`src/rtl/smi_line_rx.sv`:
```
// ============================================================================
// smi_line_rx -- SMI write-side line receiver with ping-pong line buffer.
//
// Asynchronous SMI write strobes from the Pi are synchronised into clk, each
// falling edge of the synced strobe stores one BUS_W word into the current
// write bank. line_sync closes the line: a complete line swaps the banks so
// the serializer can read it through a registered random-access port, a short
// line is flagged as underrun and the read bank keeps the previous line.
//
// Optional feature: define SMI_LINE_CHK_EN to build a running XOR checksum of
// the accepted words; otherwise line_chk is tied to 0.
//
// Ports:
//   clk           system clock (>= 4x SMI strobe rate)
//   global_rst_n  asynchronous reset, active low
//   smi_nwe_pi    SMI write strobe, active low, asynchronous
//   smi_data_pi   SMI data bus, asynchronous
//   line_sync     one-clk pulse, end of current line
//   clr_flags     one-clk pulse, clears overrun/underrun
//   rd_addr       read address into the read bank
//   rd_data       registered read data (1-clk latency, 0 out of range)
//   line_ready    read bank holds a complete line
//   wr_count      words written to the current write bank
//   overrun       sticky: write arrived on a full line
//   underrun      sticky: line_sync arrived on a short line
//   line_chk      XOR checksum of the last swapped line
// ============================================================================
module smi_line_rx #(
    parameter int BUS_W       = 8,
    parameter int LINE_BYTES  = 192,
    parameter int ADDR_W      = 8,
    parameter int SYNC_STAGES = 2,
    localparam int CNT_W      = $clog2(LINE_BYTES + 1)
) (
    input  logic              clk,
    input  logic              global_rst_n,
    input  logic              smi_nwe_pi,
    input  logic [BUS_W-1:0]  smi_data_pi,
    input  logic              line_sync,
    input  logic              clr_flags,
    input  logic [ADDR_W-1:0] rd_addr,
    output logic [BUS_W-1:0]  rd_data,
    output logic              line_ready,
    output logic [CNT_W-1:0]  wr_count,
    output logic              overrun,
    output logic              underrun,
    output logic [BUS_W-1:0]  line_chk
);

    localparam int MEM_D = 2 * LINE_BYTES;
    localparam int MEM_W = $clog2(MEM_D);

    // ------------------------------------------------------------------
    // Synchroniser: strobe and data travel side by side so the data seen
    // with the synced strobe edge is the data that was on the bus at the
    // original edge.
    // ------------------------------------------------------------------
    logic [SYNC_STAGES-1:0]            nwe_sync_q, nwe_sync_d;
    logic [SYNC_STAGES-1:0][BUS_W-1:0] data_sync_q, data_sync_d;
    logic                              nwe_prev_q, nwe_prev_d;
    logic                              wr_event;
    logic [BUS_W-1:0]                  wr_word;

    always_comb begin
        nwe_sync_d  = {nwe_sync_q[SYNC_STAGES-2:0], smi_nwe_pi};
        data_sync_d = {data_sync_q[SYNC_STAGES-2:0], smi_data_pi};
        nwe_prev_d  = nwe_sync_q[SYNC_STAGES-1];
    end

    // One event per strobe: only the 1->0 transition of the synced strobe.
    assign wr_event = nwe_prev_q & ~nwe_sync_q[SYNC_STAGES-1];
    assign wr_word  = data_sync_q[SYNC_STAGES-1];

    always_ff @(posedge clk or negedge global_rst_n) begin
        if (!global_rst_n) begin
            nwe_sync_q  <= '1;
            data_sync_q <= '0;
            nwe_prev_q  <= 1'b1;
        end else begin
            nwe_sync_q  <= nwe_sync_d;
            data_sync_q <= data_sync_d;
            nwe_prev_q  <= nwe_prev_d;
        end
    end

    // ------------------------------------------------------------------
    // Line control: bank select, write counter, sticky flags, checksum.
    // ------------------------------------------------------------------
    logic             wr_bank_q, wr_bank_d;
    logic [CNT_W-1:0] wr_count_q, wr_count_d;
    logic             line_ready_q, line_ready_d;
    logic             overrun_q, overrun_d;
    logic             underrun_q, underrun_d;
    logic             mem_we;
    logic [MEM_W-1:0] mem_waddr;
`ifdef SMI_LINE_CHK_EN
    logic [BUS_W-1:0] chk_run_q, chk_run_d;
    logic [BUS_W-1:0] line_chk_q, line_chk_d;
`endif

    always_comb begin
        wr_bank_d    = wr_bank_q;
        wr_count_d   = wr_count_q;
        line_ready_d = line_ready_q;
        overrun_d    = overrun_q;
        underrun_d   = underrun_q;
        mem_we       = 1'b0;
        mem_waddr    = '0;
`ifdef SMI_LINE_CHK_EN
        chk_run_d    = chk_run_q;
        line_chk_d   = line_chk_q;
`endif

        // Clear first so a set later in this block wins.
        if (clr_flags) begin
            overrun_d  = 1'b0;
            underrun_d = 1'b0;
        end

        // line_sync is resolved before a coincident write so that the word
        // lands at address 0 of the bank that is current afterwards.
        if (line_sync) begin
            if (wr_count_q == CNT_W'(LINE_BYTES)) begin
                wr_bank_d    = ~wr_bank_q;
                line_ready_d = 1'b1;
`ifdef SMI_LINE_CHK_EN
                line_chk_d   = chk_run_q;
`endif
            end else begin
                underrun_d = 1'b1;
            end
            wr_count_d = '0;
`ifdef SMI_LINE_CHK_EN
            chk_run_d  = '0;
`endif
        end

        if (wr_event) begin
            if (int'(wr_count_d) < LINE_BYTES) begin
                mem_we     = 1'b1;
                mem_waddr  = MEM_W'(wr_bank_d ? LINE_BYTES + int'(wr_count_d)
                                              : int'(wr_count_d));
                wr_count_d = wr_count_d + CNT_W'(1);
`ifdef SMI_LINE_CHK_EN
                chk_run_d  = chk_run_d ^ wr_word;
`endif
            end else begin
                overrun_d = 1'b1;
            end
        end
    end

    always_ff @(posedge clk or negedge global_rst_n) begin
        if (!global_rst_n) begin
            wr_bank_q    <= 1'b0;
            wr_count_q   <= '0;
            line_ready_q <= 1'b0;
            overrun_q    <= 1'b0;
            underrun_q   <= 1'b0;
`ifdef SMI_LINE_CHK_EN
            chk_run_q    <= '0;
            line_chk_q   <= '0;
`endif
        end else begin
            wr_bank_q    <= wr_bank_d;
            wr_count_q   <= wr_count_d;
            line_ready_q <= line_ready_d;
            overrun_q    <= overrun_d;
            underrun_q   <= underrun_d;
`ifdef SMI_LINE_CHK_EN
            chk_run_q    <= chk_run_d;
            line_chk_q   <= line_chk_d;
`endif
        end
    end

    // ------------------------------------------------------------------
    // Line storage: one write port, one read port, no reset, so it maps
    // onto a single dual-port block RAM. Bank b occupies
    // [b*LINE_BYTES, (b+1)*LINE_BYTES).
    // ------------------------------------------------------------------
    logic [BUS_W-1:0] mem [MEM_D];

    always_ff @(posedge clk) begin
        if (mem_we) begin
            mem[mem_waddr] <= wr_word;
        end
    end

    // Read bank is always the bank not being written; a swap is therefore
    // visible to reads issued in the cycle after line_sync.
    logic             rd_hit;
    logic [MEM_W-1:0] rd_idx;
    logic [BUS_W-1:0] rd_data_q, rd_data_d;

    always_comb begin
        rd_hit    = int'(rd_addr) < LINE_BYTES;
        rd_idx    = MEM_W'(~wr_bank_q ? LINE_BYTES + int'(rd_addr) : int'(rd_addr));
        rd_data_d = '0;
        if (rd_hit) begin
            rd_data_d = mem[rd_idx];
        end
    end

    always_ff @(posedge clk or negedge global_rst_n) begin
        if (!global_rst_n) begin
            rd_data_q <= '0;
        end else begin
            rd_data_q <= rd_data_d;
        end
    end

    // ------------------------------------------------------------------
    // Outputs
    // ------------------------------------------------------------------
    assign rd_data    = rd_data_q;
    assign line_ready = line_ready_q;
    assign wr_count   = wr_count_q;
    assign overrun    = overrun_q;
    assign underrun   = underrun_q;
`ifdef SMI_LINE_CHK_EN
    assign line_chk   = line_chk_q;
`else
    assign line_chk   = '0;
`endif

endmodule

```
`config.mk`:
```
export PLATFORM = sky130hd
export DESIGN_NAME = smi_line_rx
export DESIGN_NICKNAME = d
export VERILOG_FILES = /design/src/rtl/smi_line_rx.sv
export SDC_FILE = /design/constraint.sdc
export NUM_CORES = 2
export LEC_CHECK = 0
export ABC_AREA = 0
export CAP_MARGIN = 30
export CORE_ASPECT_RATIO = 1.75
export CORE_MARGIN = 2
export CORE_UTILIZATION = 55
export DETAILED_ROUTE_END_ITERATION = 16
export PLACE_DENSITY = 0.71
export SETUP_SLACK_MARGIN = 0.2
export SYNTH_ARGS = -nofsm -noshare
export SYNTH_HDL_FRONTEND = slang
export SYNTH_SLANG_ARGS = --single-unit
```
`constraint.sdc`:
```
create_clock -name clk -period 6.98 [get_ports clk]
set_input_delay 1.396 -clock clk [delete_from_list [all_inputs] [get_ports clk]]
set_output_delay 1.396 -clock clk [all_outputs]
set_load 0.01 [all_outputs]
```
==> results.toml <==
[synthesis]
synth_edf_count = 3072
netlist_top_cells_area = "sky130_fd_sc_hd__edfxtp_1, sky130_fd_sc_hd__mux4_2, sky130_fd_sc_hd__nor2_1"
yosys.area.top_type = "sky130_fd_sc_hd__edfxtp_1"
yosysUniqueCellTypes = 83
yosysSeqAreaShare = 0.773
post-synth-top-count-cell = "sky130_fd_sc_hd__edfxtp_1"
synth_ff_type = "sky130_fd_sc_hd__edfxtp_1"
synth_top_cell_area_share = 0.765
synth.cell_area_um2 = 121000
synthesis.instances = 5578
ys_async_sr_fraction = 0.0125
synth.ff_latch_count = 3111
yosysWarningCount = 0
syn-mean-instance-area_um2 = 21.6
synth_common_cells = "sky130_fd_sc_hd__edfxtp_1, sky130_fd_sc_hd__mux4_2, sky130_fd_sc_hd__nor2_1, sky130_fd_sc_hd__nand2_1, sky130_fd_sc_hd__clkbuf_1"

[sta]
rsz0062_at_grt = "false"
post-route-period-util = 0.807
fin_tns_setup_ns = 0
timing_max_transition_violations_final = 0
timing.clock.skew_ns = 0.0432
finalHoldViolCount = 0
min_period_ns = 5.63
slew_headroom = 0.154
whs_ns = 0.347
achievable-frequency_mhz = 178
worst-slew-pin-transition_ns = 1.27
setup_viol = 0

[detailed_routing]
highest_layer = "met5"
finalWirelength_um = 329000
route.met2.wl_um = 168000
met3_length_um = 29200
drt_initial_violations = 7945
ant_nets = 0
detail_route.wl_per_cell_um = 37.3
met1_length_um = 104000
firstDrtPassIters = 7
detail_route.vias_per_cell = 6.74
vias = 59500
route.detailed.drc = 0

[critical_path]
timing.critical_path.max_delay_family = "simple AND/OR/NAND/NOR gates"
critical_path_buf_inv_count = 2
critical_path.cell_chain = "clkdlybuf4s50_1, nand2b_1, inv_1, ha_1, or3b_2, nor2_1, nand2_1, nor2_1, nand2_1, nor2_1"
crit_path_end_kind = "flop"
worstPathRequired_ns = 7.45
critical_path.max_fanout = 16
rr_worst_depth = 9
timing.critical_path.from_type = "input pin"
worst-setup-path-type = "input pin to flop"
critical-path-slowest-cell = "sky130_fd_sc_hd__nor2_1"
timing.critical_path.arrival_ns = 6.10
critPathMaxStageDelay_ns = 0.89
crit_path_frequent_cell = "sky130_fd_sc_hd__nor2_1"
timing.critical_path.depth = 10

[die]
boundaryPins = 48
placementRows = 227
die_x_um = 358
core_um2 = 218000
die_height_um = 623
floorplan.initialDensity = 0.553
dieArea_um2 = 223000

[power_and_ir_drop]
p_leak_uw = 0.0412
power_density_nw_per_um2 = 280
total_power_uw = 37400
max-vdd-ir-drop_mv = 0.229

[worst_hold_path]
min_path_type = "input pin to asynchronous set/reset pin"

[cts]
postCtsResizedCells = 0
cts.sinks = 3111
cts_hold_repair.buffers = 0
post_cts_setup_repair_buffer_count = 0
cts_max_level = 5
insertion_delay_ns = 0.88
master_cell_of_the_clock_root_buffer = "sky130_fd_sc_hd__clkbuf_16"
tritoncts = "done"
ctsLongestPathBuffers = 4
clk_transition_reported_paths_ns = 0.07
cts_inserted_buffers = 267

[finish]
final-instance-count-excl-fill = 8821
final_core_util = 0.612
drive_gt1_frac = 0.243
n_fill_cell = 14700
area.growth.synth_to_final_pct = 10.7
finalNetCount = 5786

[global_route]
antenna_found_initial = 16
grt_first_pass_wirelength_um = 462000
grt_util_all_layers = 0.299
global_route.overflow_total = 0
vias_in_the_first_global_route = 61000
grt_max_degree = 193

[placement]
io_buffers = 39
dp_hpwl_um = 208000
dpl.cell_count = 8350
place.gp.congestion = 0.965

[status]
status = "finished, final reports clean"

[job]
drv.max_cap_violation_count = 0
-- power breakdown --
part,internal (µW),switching [µW]
Sequential,20500,73.3
Combinational,644,1260
Clock,8300,6620
Total,29500,7960
-- area by class of cell --
cell class                      instances  area (µm²)  share of cell area
Tap cell                             2862        3580              0.0268
Clock inverter                        152        1540              0.0115
Sequential cell                      3111       93300               0.699
Timing Repair Buffer                  247        2410              0.0181
Clock buffer                          315        7100              0.0532
Inverter                               11        48.8            0.000366
Antenna cell                            2        5.00           0.0000375
Multi-Input combinational cell       2121       25500               0.191
-- sequential cells by signal, indices dropped and copies added, names as in the netlist --
register     count
rd_data          8
nwe_sync_q       2
nwe_prev_q       1
wr_word          8
overrun          1
wr_count         8
line_ready       1
wr_bank_q        1
underrun         1
mem           3072
data_sync_d      8
-- final timing paths --
kind	start	to	slack, ns
min	global_rst_n	wr_word[3]	0.35
max	line_sync	mem[97][2]	1.35
min reg2reg	data_sync_d[14]	wr_word[6]	0.35
max in group asynchronous	global_rst_n	nwe_prev_q	6.14
max reg2reg	wr_count[6]	mem[97][2]	2.29
min in group clk	data_sync_d[14]	wr_word[6]	0.35
-- stage by stage --
stage / setup WS [ns] / cell area, µm²
after floorplan: 1.27 / 121000
after global placement: 0.648 / 125000
after detailed placement: 0.588 / 125000
after CTS: 1.48 / 133000
after global routing: 1.19 / 133000
final: 1.35 / 133000
-- per-layer routing --
| layer | global-route usage | up-vias |
|---|---|---|
| li1 | - | 23600 |
| met1 | 0.348 | 31200 |
| met2 | 0.502 | 3709 |
| met3 | 0.0528 | 942 |
| met4 | 0.209 | 14 |
| met5 | 0 | - |
-- cell usage in the layout, fill, tap and decap left out, types with 23 or more instances in the layout --
master / instances
sky130_fd_sc_hd__edfxtp_1: 3072
sky130_fd_sc_hd__mux4_2: 782
sky130_fd_sc_hd__nor2_1: 441
sky130_fd_sc_hd__clkbuf_16: 277
sky130_fd_sc_hd__buf_4: 172
sky130_fd_sc_hd__nand2_1: 162
sky130_fd_sc_hd__mux2i_1: 128
sky130_fd_sc_hd__a22oi_1: 109
sky130_fd_sc_hd__nand3_1: 58
sky130_fd_sc_hd__clkinv_1: 42
sky130_fd_sc_hd__clkinv_2: 37
sky130_fd_sc_hd__a221oi_1: 36
sky130_fd_sc_hd__clkbuf_1: 35
sky130_fd_sc_hd__clkdlybuf4s50_1: 32
sky130_fd_sc_hd__nand4_1: 31
sky130_fd_sc_hd__a31oi_1: 31
sky130_fd_sc_hd__buf_12: 29
sky130_fd_sc_hd__dfrtp_1: 28
sky130_fd_sc_hd__a21oi_1: 26
sky130_fd_sc_hd__bufinv_16: 26
sky130_fd_sc_hd__o21ai_0: 25
sky130_fd_sc_hd__o22ai_1: 24
sky130_fd_sc_hd__clkinvlp_4: 24
sky130_fd_sc_hd__a22o_1: 23
-- cell families (layout without fill, tap and decap cells) --
group	after synthesis	count (layout)	share of synthesized area
flops	3111	3111	0.773
mux	916	916	0.157
compound gates	363	363	0.0221
xor+xnor	9	9	0.000716
buf+inv	353	725	0.0165
fa+ha+maj	6	6	0.000623
other cells	1	10	0.0000311
simple gates	819	819	0.0294
No activity file was read; power rests on OpenSTA's default activity.
